===== config.mk =====
export PLATFORM = sky130hd
export DESIGN_NAME = seg_scan_driver
export DESIGN_NICKNAME = d
export VERILOG_FILES = /design/src/rtl/seg_pkg.sv /design/src/rtl/seg_scan_timer.sv /design/src/rtl/seg_scan_driver.sv
export SDC_FILE = /design/constraint.sdc
export NUM_CORES = 1
export LEC_CHECK = 0
export ABC_AREA = 1
export CAP_MARGIN = 30
export CORE_UTILIZATION = 50
export DETAILED_ROUTE_END_ITERATION = 6
export GPL_TIMING_DRIVEN = 0
export MAX_ROUTING_LAYER = met4
export PLACE_DENSITY = 0.85
export SYNTH_ARGS = -nofsm -noshare
export SYNTH_HDL_FRONTEND = slang
export SYNTH_SLANG_ARGS = --single-unit

===== constraint.sdc =====
create_clock -name clk -period 2.8 [get_ports clk]
set_input_delay 0.56 -clock clk [delete_from_list [all_inputs] [get_ports clk]]
set_output_delay 0.56 -clock clk [all_outputs]
set_load 0.02 [all_outputs]

===== src/rtl/seg_pkg.sv =====
// Shared constants for the 7-segment scan path: segment encodings (a..g, dp in bit0)
// and the default digit count.
package seg_pkg;
  localparam int NUM_DIGITS = 3;

  localparam logic [7:0] SEG_BLANK = 8'h00;
  localparam logic [7:0] SEG_0     = 8'hFC;
  localparam logic [7:0] SEG_1     = 8'h60;
  localparam logic [7:0] SEG_2     = 8'hDA;
  localparam logic [7:0] SEG_3     = 8'hF2;
  localparam logic [7:0] SEG_4     = 8'h66;
  localparam logic [7:0] SEG_5     = 8'hB6;
  localparam logic [7:0] SEG_6     = 8'hBE;
  localparam logic [7:0] SEG_7     = 8'hE0;
  localparam logic [7:0] SEG_8     = 8'hFE;
  localparam logic [7:0] SEG_9     = 8'hF6;

  typedef enum logic {PH_BLANK, PH_DRIVE} scan_phase_e;
endpackage


===== src/rtl/seg_scan_timer.sv =====
// Slot/digit counters for the scan: frame_done marks the last cycle of a frame,
// blank marks the anti-ghosting gap at the start of each digit slot.
module seg_scan_timer #(
  parameter int NUM_DIGITS = 3,
  parameter int SCAN_DIV   = 4,
  parameter int GHOST_CYC  = 1,
  localparam int IDX_W  = (NUM_DIGITS > 1) ? $clog2(NUM_DIGITS) : 1,
  localparam int SLOT_W = (SCAN_DIV > 1) ? $clog2(SCAN_DIV) : 1
) (
  input  logic             clk_i,
  input  logic             rst_i,
  output logic [IDX_W-1:0] idx_o,
  output logic             frame_done_o,
  output logic             blank_o
);
  logic [SLOT_W-1:0] slot_q, slot_d;
  logic [IDX_W-1:0]  idx_q, idx_d;
  logic              slot_wrap, idx_wrap;

  assign slot_wrap = (slot_q == SLOT_W'(SCAN_DIV - 1));
  assign idx_wrap  = (idx_q == IDX_W'(NUM_DIGITS - 1));

  always_comb begin
    slot_d = slot_wrap ? '0 : slot_q + 1'b1;
    idx_d  = idx_q;
    if (slot_wrap) idx_d = idx_wrap ? '0 : idx_q + 1'b1;
  end

  always_ff @(posedge clk_i) begin
    if (rst_i) begin
      slot_q <= '0;
      idx_q  <= '0;
    end else begin
      slot_q <= slot_d;
      idx_q  <= idx_d;
    end
  end

  assign idx_o        = idx_q;
  assign frame_done_o = slot_wrap && idx_wrap;

  // A zero-length gap would make the compare constant, so elide it.
  generate
    if (GHOST_CYC == 0) begin : g_no_ghost
      assign blank_o = 1'b0;
    end else begin : g_ghost
      assign blank_o = (slot_q < SLOT_W'(GHOST_CYC));
    end
  endgenerate
endmodule


===== src/rtl/seg_scan_driver.sv =====
// Time-multiplexed 3-digit 7-segment driver with frame-boundary shadow reload.
// Optional: define SCAN_DIM_EN to add a dim input that blanks every other frame.
module seg_scan_driver
  import seg_pkg::*;
#(
  parameter int SCAN_DIV  = 4,
  parameter int GHOST_CYC = 1
) (
  input  logic                  clk,
  input  logic                  rst,
  input  logic [7:0]            seg0,
  input  logic [7:0]            seg1,
  input  logic [7:0]            seg2,
  input  logic                  ld,
`ifdef SCAN_DIM_EN
  input  logic                  dim,
`endif
  output logic                  ld_ack,
  output logic [7:0]            seg_out,
  output logic [NUM_DIGITS-1:0] dig_en,
  output logic                  frame_done
);
  localparam int IDX_W = (NUM_DIGITS > 1) ? $clog2(NUM_DIGITS) : 1;

  logic [NUM_DIGITS-1:0][7:0] seg_in, shadow_q, shadow_d;
  logic                       pending_q, pending_d;
  logic                       ld_ack_q, ld_ack_d;
  logic [IDX_W-1:0]           idx;
  logic                       blank, force_blank, reload;
  scan_phase_e                phase;

  assign seg_in = {seg2, seg1, seg0};

  seg_scan_timer #(
    .NUM_DIGITS(NUM_DIGITS),
    .SCAN_DIV  (SCAN_DIV),
    .GHOST_CYC (GHOST_CYC)
  ) u_timer (
    .clk_i       (clk),
    .rst_i       (rst),
    .idx_o       (idx),
    .frame_done_o(frame_done),
    .blank_o     (blank)
  );

  // A request on the boundary cycle itself is honoured at that same edge.
  assign reload = frame_done && (pending_q || ld);

  always_comb begin
    shadow_d  = reload ? seg_in : shadow_q;
    ld_ack_d  = reload;
    pending_d = frame_done ? 1'b0 : (pending_q || ld);
  end

  always_ff @(posedge clk) begin
    if (rst) begin
      shadow_q  <= '0;
      pending_q <= 1'b0;
      ld_ack_q  <= 1'b0;
    end else begin
      shadow_q  <= shadow_d;
      pending_q <= pending_d;
      ld_ack_q  <= ld_ack_d;
    end
  end

`ifdef SCAN_DIM_EN
  logic parity_q;

  always_ff @(posedge clk) begin
    if (rst)             parity_q <= 1'b0;
    else if (frame_done) parity_q <= ~parity_q;
  end

  assign force_blank = dim && parity_q;
`else
  assign force_blank = 1'b0;
`endif

  assign phase  = (blank || force_blank) ? PH_BLANK : PH_DRIVE;
  assign ld_ack = ld_ack_q;

  always_comb begin
    seg_out = SEG_BLANK;
    dig_en  = '0;
    if (phase == PH_DRIVE) begin
      dig_en  = NUM_DIGITS'(1) << idx;
      seg_out = shadow_q[idx];
    end
  end
endmodule

Yosys cells after proc, flatten, opt, wreduce, memory -nomap -nowiden

Index checks and enable logic that the tools add are counted.

Memory bits (read-only): 0
Input port bits: 27
Bits in writable memories: 0
Word-level logic and storage cells: 24
Memories kept: 0
Bits in latches: 0
Register bits after elaboration: 30
Output and inout port bits: 13

Shift-type cells: 1
Equal/unequal tests: 2
Bitwise operators: 0
Reductions and logical operators: 5
Magnitude comparators: 2
Divide/modulo/power cells: 0
Multiplexer cells: 5
Multipliers: 0
Add/subtract/negate cells: 2

Operators by type and width:

| cell                                               | count |
|---|---|
| binary-select mux 8 bit (select 2 bit)             | 1 |
| 2-to-1 mux 8 bit                                   | 2 |
| adder 2 x 1 -> 2 bit, second input constant        | 2 |
| equality test 2 bit, second input constant         | 2 |
| OR reduction 2 bit                                 | 2 |
| < comparator 2 x 3 -> 1 bit, second input constant | 1 |
| 2-to-1 mux 3 bit                                   | 1 |
| << shifter 1 x 2 -> 3 bit, first input constant    | 1 |
| logical AND 1 bit                                  | 2 |
| < comparator 2 x 1 -> 1 bit, second input constant | 1 |
| 2-to-1 mux 2 bit                                   | 1 |
| logical OR 1 bit                                   | 1 |

Depth between registers and ports, before layout

Depth in word-level cells: 3
Depth in mapped cells: 7
Gate-level depth less buffers: 6

By module

Synthesis repeated with hierarchy kept, for this count alone.

Cells, all modules: 234
Area total of the unflattened synthesis: 1502.7 µm²

Modules (own cells, without submodules):

| module          | seq. area each (µm²) | cells each | instances | area each (µm²) |
|---|---|---|---|---|
| seg_scan_driver | 520.5                | 211        | 1         | 1320.0 |
| seg_scan_timer  | 80.1                 | 23         | 1         | 182.7 |

Least setup slack after synthesis

Ideal clock, no wire load.

Kind: register to output
Start: register u_timer.idx_q[1], in the netlist u_timer.idx_o[1]
End: output seg_out[4]
Stages on the path, launching flop included: 5
Setup slack: 1071 ps
Data arrival time: 1169 ps
Data required time: 2240 ps
Path through: dfxtp_1 -> inv_2 -> nor2_1 -> nand2_1 -> a21oi_1

Cells in the longest elaborated chain, start to end: 3

Ends and longest elaborated chain:

| what                                   | line                  | source |
|---|---|---|
| start, declared                        | seg_scan_timer.sv:17  | `logic [IDX_W-1:0] idx_q, idx_d;` |
| start signal, assigned                 | seg_scan_timer.sv:35  | `idx_q <= idx_d;` |
| binary-select mux 8 bit (select 2 bit) | seg_scan_driver.sv:88 | `seg_out = shadow_q[idx];` |
| 2-to-1 mux 8 bit (not written as such) | seg_scan_driver.sv:88 |  |
| 2-to-1 mux 8 bit                       | seg_scan_driver.sv:86 | `if (phase == PH_DRIVE) begin` |
| end, declared                          | seg_scan_driver.sv:19 | `output logic [7:0] seg_out,` |

Every way passes these cells. The select of a mux whose other input is x is not followed.

Worst setup path in the final report

Start: register u_timer.idx_q[0], in the netlist u_timer.idx_o[0]
End: output seg_out[3]

The elaborated chain is that of the path after synthesis.

==> flow_summary.yaml <==
cells_and_area:
  diodes: 0
  design_area_um2: 1930
  fill_cells: 245
  area_growth_pct: 33.1
  drive_gt1_frac: 0.0605
  nets: 311
routing:
  wl_per_cell_um: 9.44
  drcViolationCount: 0
  via_count: 1448
  first_pass_iters: 4
  drt_wl_total_um: 2950
  ant_nets: 0
  viasPerCell: 4.64
  drt-initial-drc-count: 47
yosys:
  syn_inst: 235
  synth_warnings: 0
  synth_top_area_cell: "dfxtp_1"
  async_flop_share: 0
  synth_cell_type_count: 18
  ys_seq_area_frac: 0.415
  yosys.cell_count.top_type: "nand2_1"
  ys_top_cells_by_area: "dfxtp_1 41%, nand2_1 21%, nor2_1 15%"
  netlist_area_um2: 1450
  synth_top_area_share: 0.415
  ys_top_cells_by_count: "82 x nand2_1, 56 x nor2_1, 39 x inv_1"
  synth-main-ff-cell: "dfxtp_1"
  synth_edf_count: 0
  synth_fp_nets: 265
  synth_area_per_cell_um2: 6.16
  synth.ff_latch_count: 30
hold_path:
  hold_start: "u_timer.slot_q[0]"
  hp-class: "flip-flop to flip-flop"
  min_path_cells: 1
  hold-path-endpoint: "u_timer.slot_q[0]"
global_route:
  overflow: 0
  grt_use_total: 0.218
  antenna_found_initial: 0
  first_global_vias: 1280
  grt_pass1_wl_um: 5020
  grt_max_degree: 11
worst_setup_path:
  r2r_start: "u_timer.slot_q[0]"
  rr_endpoint: "shadow_q[10]"
  path_buf_inv: 3
  cpPeakStageDelay_ns: 0.60
  end_kind: "output port"
  rrSetupSlack_ns: 1.43
  arrival_ns: 2.08
  path_common_cell: "nand2_1"
  cp_top_family: "buffers and inverters"
  crit_chain: "inv_2, nor2_2, nand2_1, nand3_1, nand2_1, inv_1, clkdlybuf4s50_1"
  crit_required_ns: 2.24
  crit_slowest_cell: "clkdlybuf4s50_1"
  critPathKind: "flip-flop to output port"
  crit_path_max_fanout: 8
  r2r_cells: 7
  crit_path_start_kind: "flip-flop"
sta:
  timing.fmax_ghz: 0.379
  period_share: 0.942
  finalHoldViolations: 0
  rsz0062_at_grt: "false"
  hold_slack_ns: 0.444
  slew_violations: 0
  slew_headroom: 0.674
  setup_viol: 0
  fin_crit_ns: 2.64
  worst_pin_slew_ns: 0.487
  fin_skew_ns: 0.0102
  final.setup.tns_ns: 0
flow_run:
  maxCapViolations: 0
floorplanning:
  fp.coreArea_um2: 2760
  design.die.area_um2: 3110
  die_h_um: 55.8
  io_pins: 40
  die_x_um: 55.8
  start_util: 0.525
  rows: 19
power:
  peakVddDrop_mv: 0.325
  fin_total_pwr_mw: 0.776
  p_leak_nw: 0.959
  power_density_nw_per_um2: 403
place:
  placed_area_um2: 1880
  port_buffers: 39
  dp_hpwl_um: 2170
  routabilityCongestion: 0.850
cts:
  cts_buffer_depth: 2
  cts-root-buf: "clkbuf_4"
  cts_hold_buf: 0
  cts.reportedPaths.clkPinSlew_ns: 0.09
  clock-sinks: 30
  cts_tree: "yes"
  tritoncts.num_buffers: 5
  clkLatencyLatePin_ns: 0.33
  htreeDepth: 2
outcome:
  status: "complete, no violations"
==> cells in the final DEF, fill, tap and decap left out, types with 2 or more instances in the layout <==
master / n
nor3_1: 3
clkbuf_1: 3
clkbuf_4: 5
inv_2: 2
nand3_1: 7
nor2_2: 3
dfxtp_1: 30
o22ai_1: 2
nor2_1: 54
inv_1: 39
clkdlybuf4s50_1: 39
nand2_1: 82
buf_2: 2
ha_1: 3
buf_6: 2
==> power by group <==
group / leakage [nW] / switching [mW] / internal, mW
clock: 0.0254 / 0.139 / 0.0945
sequential: 0.242 / 0.00435 / 0.432
combinational: 0.691 / 0.0512 / 0.0550
total: 0.959 / 0.195 / 0.582
==> what timing repair did <==
item | in CTS | in global routing
setup endpoints to repair | 1 | 8
buffers inserted | 0 | 0
endpoints found under the hold margin | 0 | 0
resized for setup | 1 | 1
==> area by class of cell <==
cell class / count / area, µm² / area share
Tap cell: 31 / 38.8 / 0.0201
Multi-Input combinational cell: 157 / 651 / 0.338
Buffer: 7 / 47.5 / 0.0247
Inverter: 41 / 154 / 0.0799
Clock buffer: 7 / 45.0 / 0.0234
Sequential cell: 30 / 601 / 0.312
Timing Repair Buffer: 39 / 390 / 0.203
==> logic make-up after synthesis <==
kind of cell / synth area share
and+or+nand+nor: 0.408
buffers and inverters: 0.139
DFF: 0.415
AOI/OAI and AO/OA: 0.0121
adders and majority gates: 0.0259
==> per-stage QoR <==
| stage | util | setup slack [ns] | std cells |
|---|---|---|---|
| 2_1_floorplan | - | 1.07 | 235 |
| 3_3_place_gp | 0.681 | 0.363 | 305 |
| 3_5_place_dp | 0.681 | 0.374 | 305 |
| 4_1_cts | 0.698 | 0.0500 | 312 |
| 5_1_grt | 0.699 | 0.00565 | 312 |
| 6_report | 0.699 | 0.163 | 312 |
==> registers in the layout (all words and copies together) (netlist names) <==
name            count
shadow_q           24
u_timer.idx_o       2
ld_ack              1
pending_q           1
u_timer.slot_q      2
==> per-layer routing <==
layer	GRT usage	vias to the layer above	wire length, µm
met4	0.114	0	65
li1	-	770	-
met1	0.231	633	1340
met5	-	-	0
met2	0.377	37	1420
met3	0.0488	8	126
==> worst max path at each step <==
stage                                start    endpoint  slack (ns)  cells after the start
after floorplan           u_timer.idx_o[1]  seg_out[4]        1.07                      4
after global placement    u_timer.idx_o[0]  seg_out[0]        0.36                      7
after detailed placement  u_timer.idx_o[0]  seg_out[3]        0.37                      7
after CTS                 u_timer.idx_o[1]  seg_out[4]        0.05                      5
after global routing      u_timer.idx_o[1]  seg_out[1]       0.006                      7
final                     u_timer.idx_o[0]  seg_out[3]        0.16                      7
Power figures use the tool's default switching activity.
==> RTL change: new RTL, same settings <==
Add a define of `SCAN_DIM_EN`.
--- a/src/rtl/seg_scan_driver.sv
+++ b/src/rtl/seg_scan_driver.sv
@@ -1,5 +1,7 @@
 // Time-multiplexed 3-digit 7-segment driver with frame-boundary shadow reload.
 // Optional: define SCAN_DIM_EN to add a dim input that blanks every other frame.
+`define SCAN_DIM_EN
+
 module seg_scan_driver
   import seg_pkg::*;
 #(
Interface: changed (added dim); port bits go from 40 to 41. The function was not compared with the original's and may differ.
==> RTL change against the original RTL <==
  * Via count up 0.83%
  * Area after synthesis up 1.1%
  * Sequential cell count up 1
  * Design area up 3.0%
  * Worst setup slack worse by 110 ps
  * Fmax down 3.9%
  * First-iteration DRC count up 2.1%
  * Total power up 3.0%
  * Critical path type is now primary input to output port
  * Non-clock buffer count up 2
  * Wire length up 5.1%
  * Combinational power up 15%
  * Largest power group unchanged
==> RTL change: results (changes against the original RTL) <==
fraction of layout cells with a size suffix above 1=7.368% (+1.3 points); grt met3 use=6.977% (+2.1 points); Final nets=316 (+1.6%); port bufs=40 (+2.6%); Detailed Place HPWL=2.283 mm (+5.0%); Synth area leaders=dfxtp_1 (42%), nand2_1 (23%), nor2_1 (15%), inv_1 (9.2%), ha_1 (1.7%); vias in the first global route=1315 (+2.7%); post-synthesis sequential area ratio=42.39% (+0.91 points); met2 usage=36.56% (-1.1 points); crit path max fanout=4 (-4); routed wire length=3.094 mm (+5.1%); most instantiated cells after synthesis=nand2_1 (89), nor2_1 (57), inv_1 (36); 1st-iter DRT viols=48 (+2.1%); fill count=241 (-1.6%); reg2reg end=shadow_q[13]; Post-Synthesis Net Count=268 (+1.1%); status=finished, final reports clean; CP Data Arrival Time=2180 ps (+100 ps); r2r setup slk=1330 ps (-100 ps); Clock Skew=2.948 ps (-7.215 ps); first-pass GRT wire length=5.382 mm (+7.1%); GRT Resource Usage Total=22.59% (+0.83 points); Placed Area=0.001903 sq mm (+1.4%); detail-routed via count per cell=4.620 (-0.45%); dpl ws=-322.0 ps (-695.7 ps)
==> RTL change: routing by layer <==
metal / vias to the layer above / wire length [um]
li1: 785 / -
met1: 631 / 1429
met2: 36 / 1450
met3: 8 / 151
met4: 0 / 62
met5: - / 0
==> RTL change: power by group <==
| part | total [mW] | switching [mW] | internal, mW |
|---|---|---|---|
| Sequential | 0.451 | 0.00458 | 0.447 |
| Clock | 0.227 | 0.138 | 0.0890 |
| Combinational | 0.122 | 0.0600 | 0.0617 |
==> RTL change: final cells by class <==
type | count | area share (%)
multi-input combinational | 162 | 34.68
sequential | 31 | 31.27
timing repair buffer | 41 | 20.81
inverter | 38 | 7.188
clock buffer | 6 | 2.081
buffer | 7 | 2.018
tap | 31 | 1.955
==> RTL change: worst max path at each step <==
stage,start,end,slack [ps],cells past startpoint
final,dim,seg_out[1],60,7
after floorplan,dim,seg_out[1],670,5
after global routing,dim,seg_out[1],3,7
after detailed placement,dim,seg_out[1],-320,7
after CTS,u_timer.idx_o[1],seg_out[3],20,7
after global placement,dim,seg_out[1],-330,7
==> RTL change: logic make-up (layout without fill, tap and decap cells) <==
| family | count (synthesis) | in the layout | share of synthesized area [%] |
|---|---|---|---|
| adder cells (fa/ha/maj) | 2 | 2 | 1.709 |
| XOR/XNOR | 1 | 1 | 0.5984 |
| buffers and inverters | 45 | 92 | 12.48 |
| flip-flops | 31 | 31 | 42.39 |
| AO/OA/AOI/OAI | 3 | 3 | 1.453 |
| AND/OR/NAND/NOR | 156 | 156 | 41.37 |
==> RTL change: stage by stage <==
step	hold slack, ps	total power [mW]	util [%]	std cells	TNS (ps)
after floorplan	417.3	0.5130	-	238	0
after global placement	430.8	0.5700	69.01	309	-1502
after detailed placement	445.9	0.5724	69.01	309	-1556
after CTS	457.2	0.7995	71.23	316	0
after global routing	474.7	0.8435	71.96	316	0
final	449.4	0.7999	71.96	316	0
==> RTL change: timing repair <==
| action | 4_1_cts | 5_1_grt |
|---|---|---|
| buffers inserted | 1 | 0 |
| hold buffers | 0 | 0 |
| resized for setup | 3 | 6 |
| setup endpoints to repair | 7 | 8 |
| pin swaps | 1 | 0 |
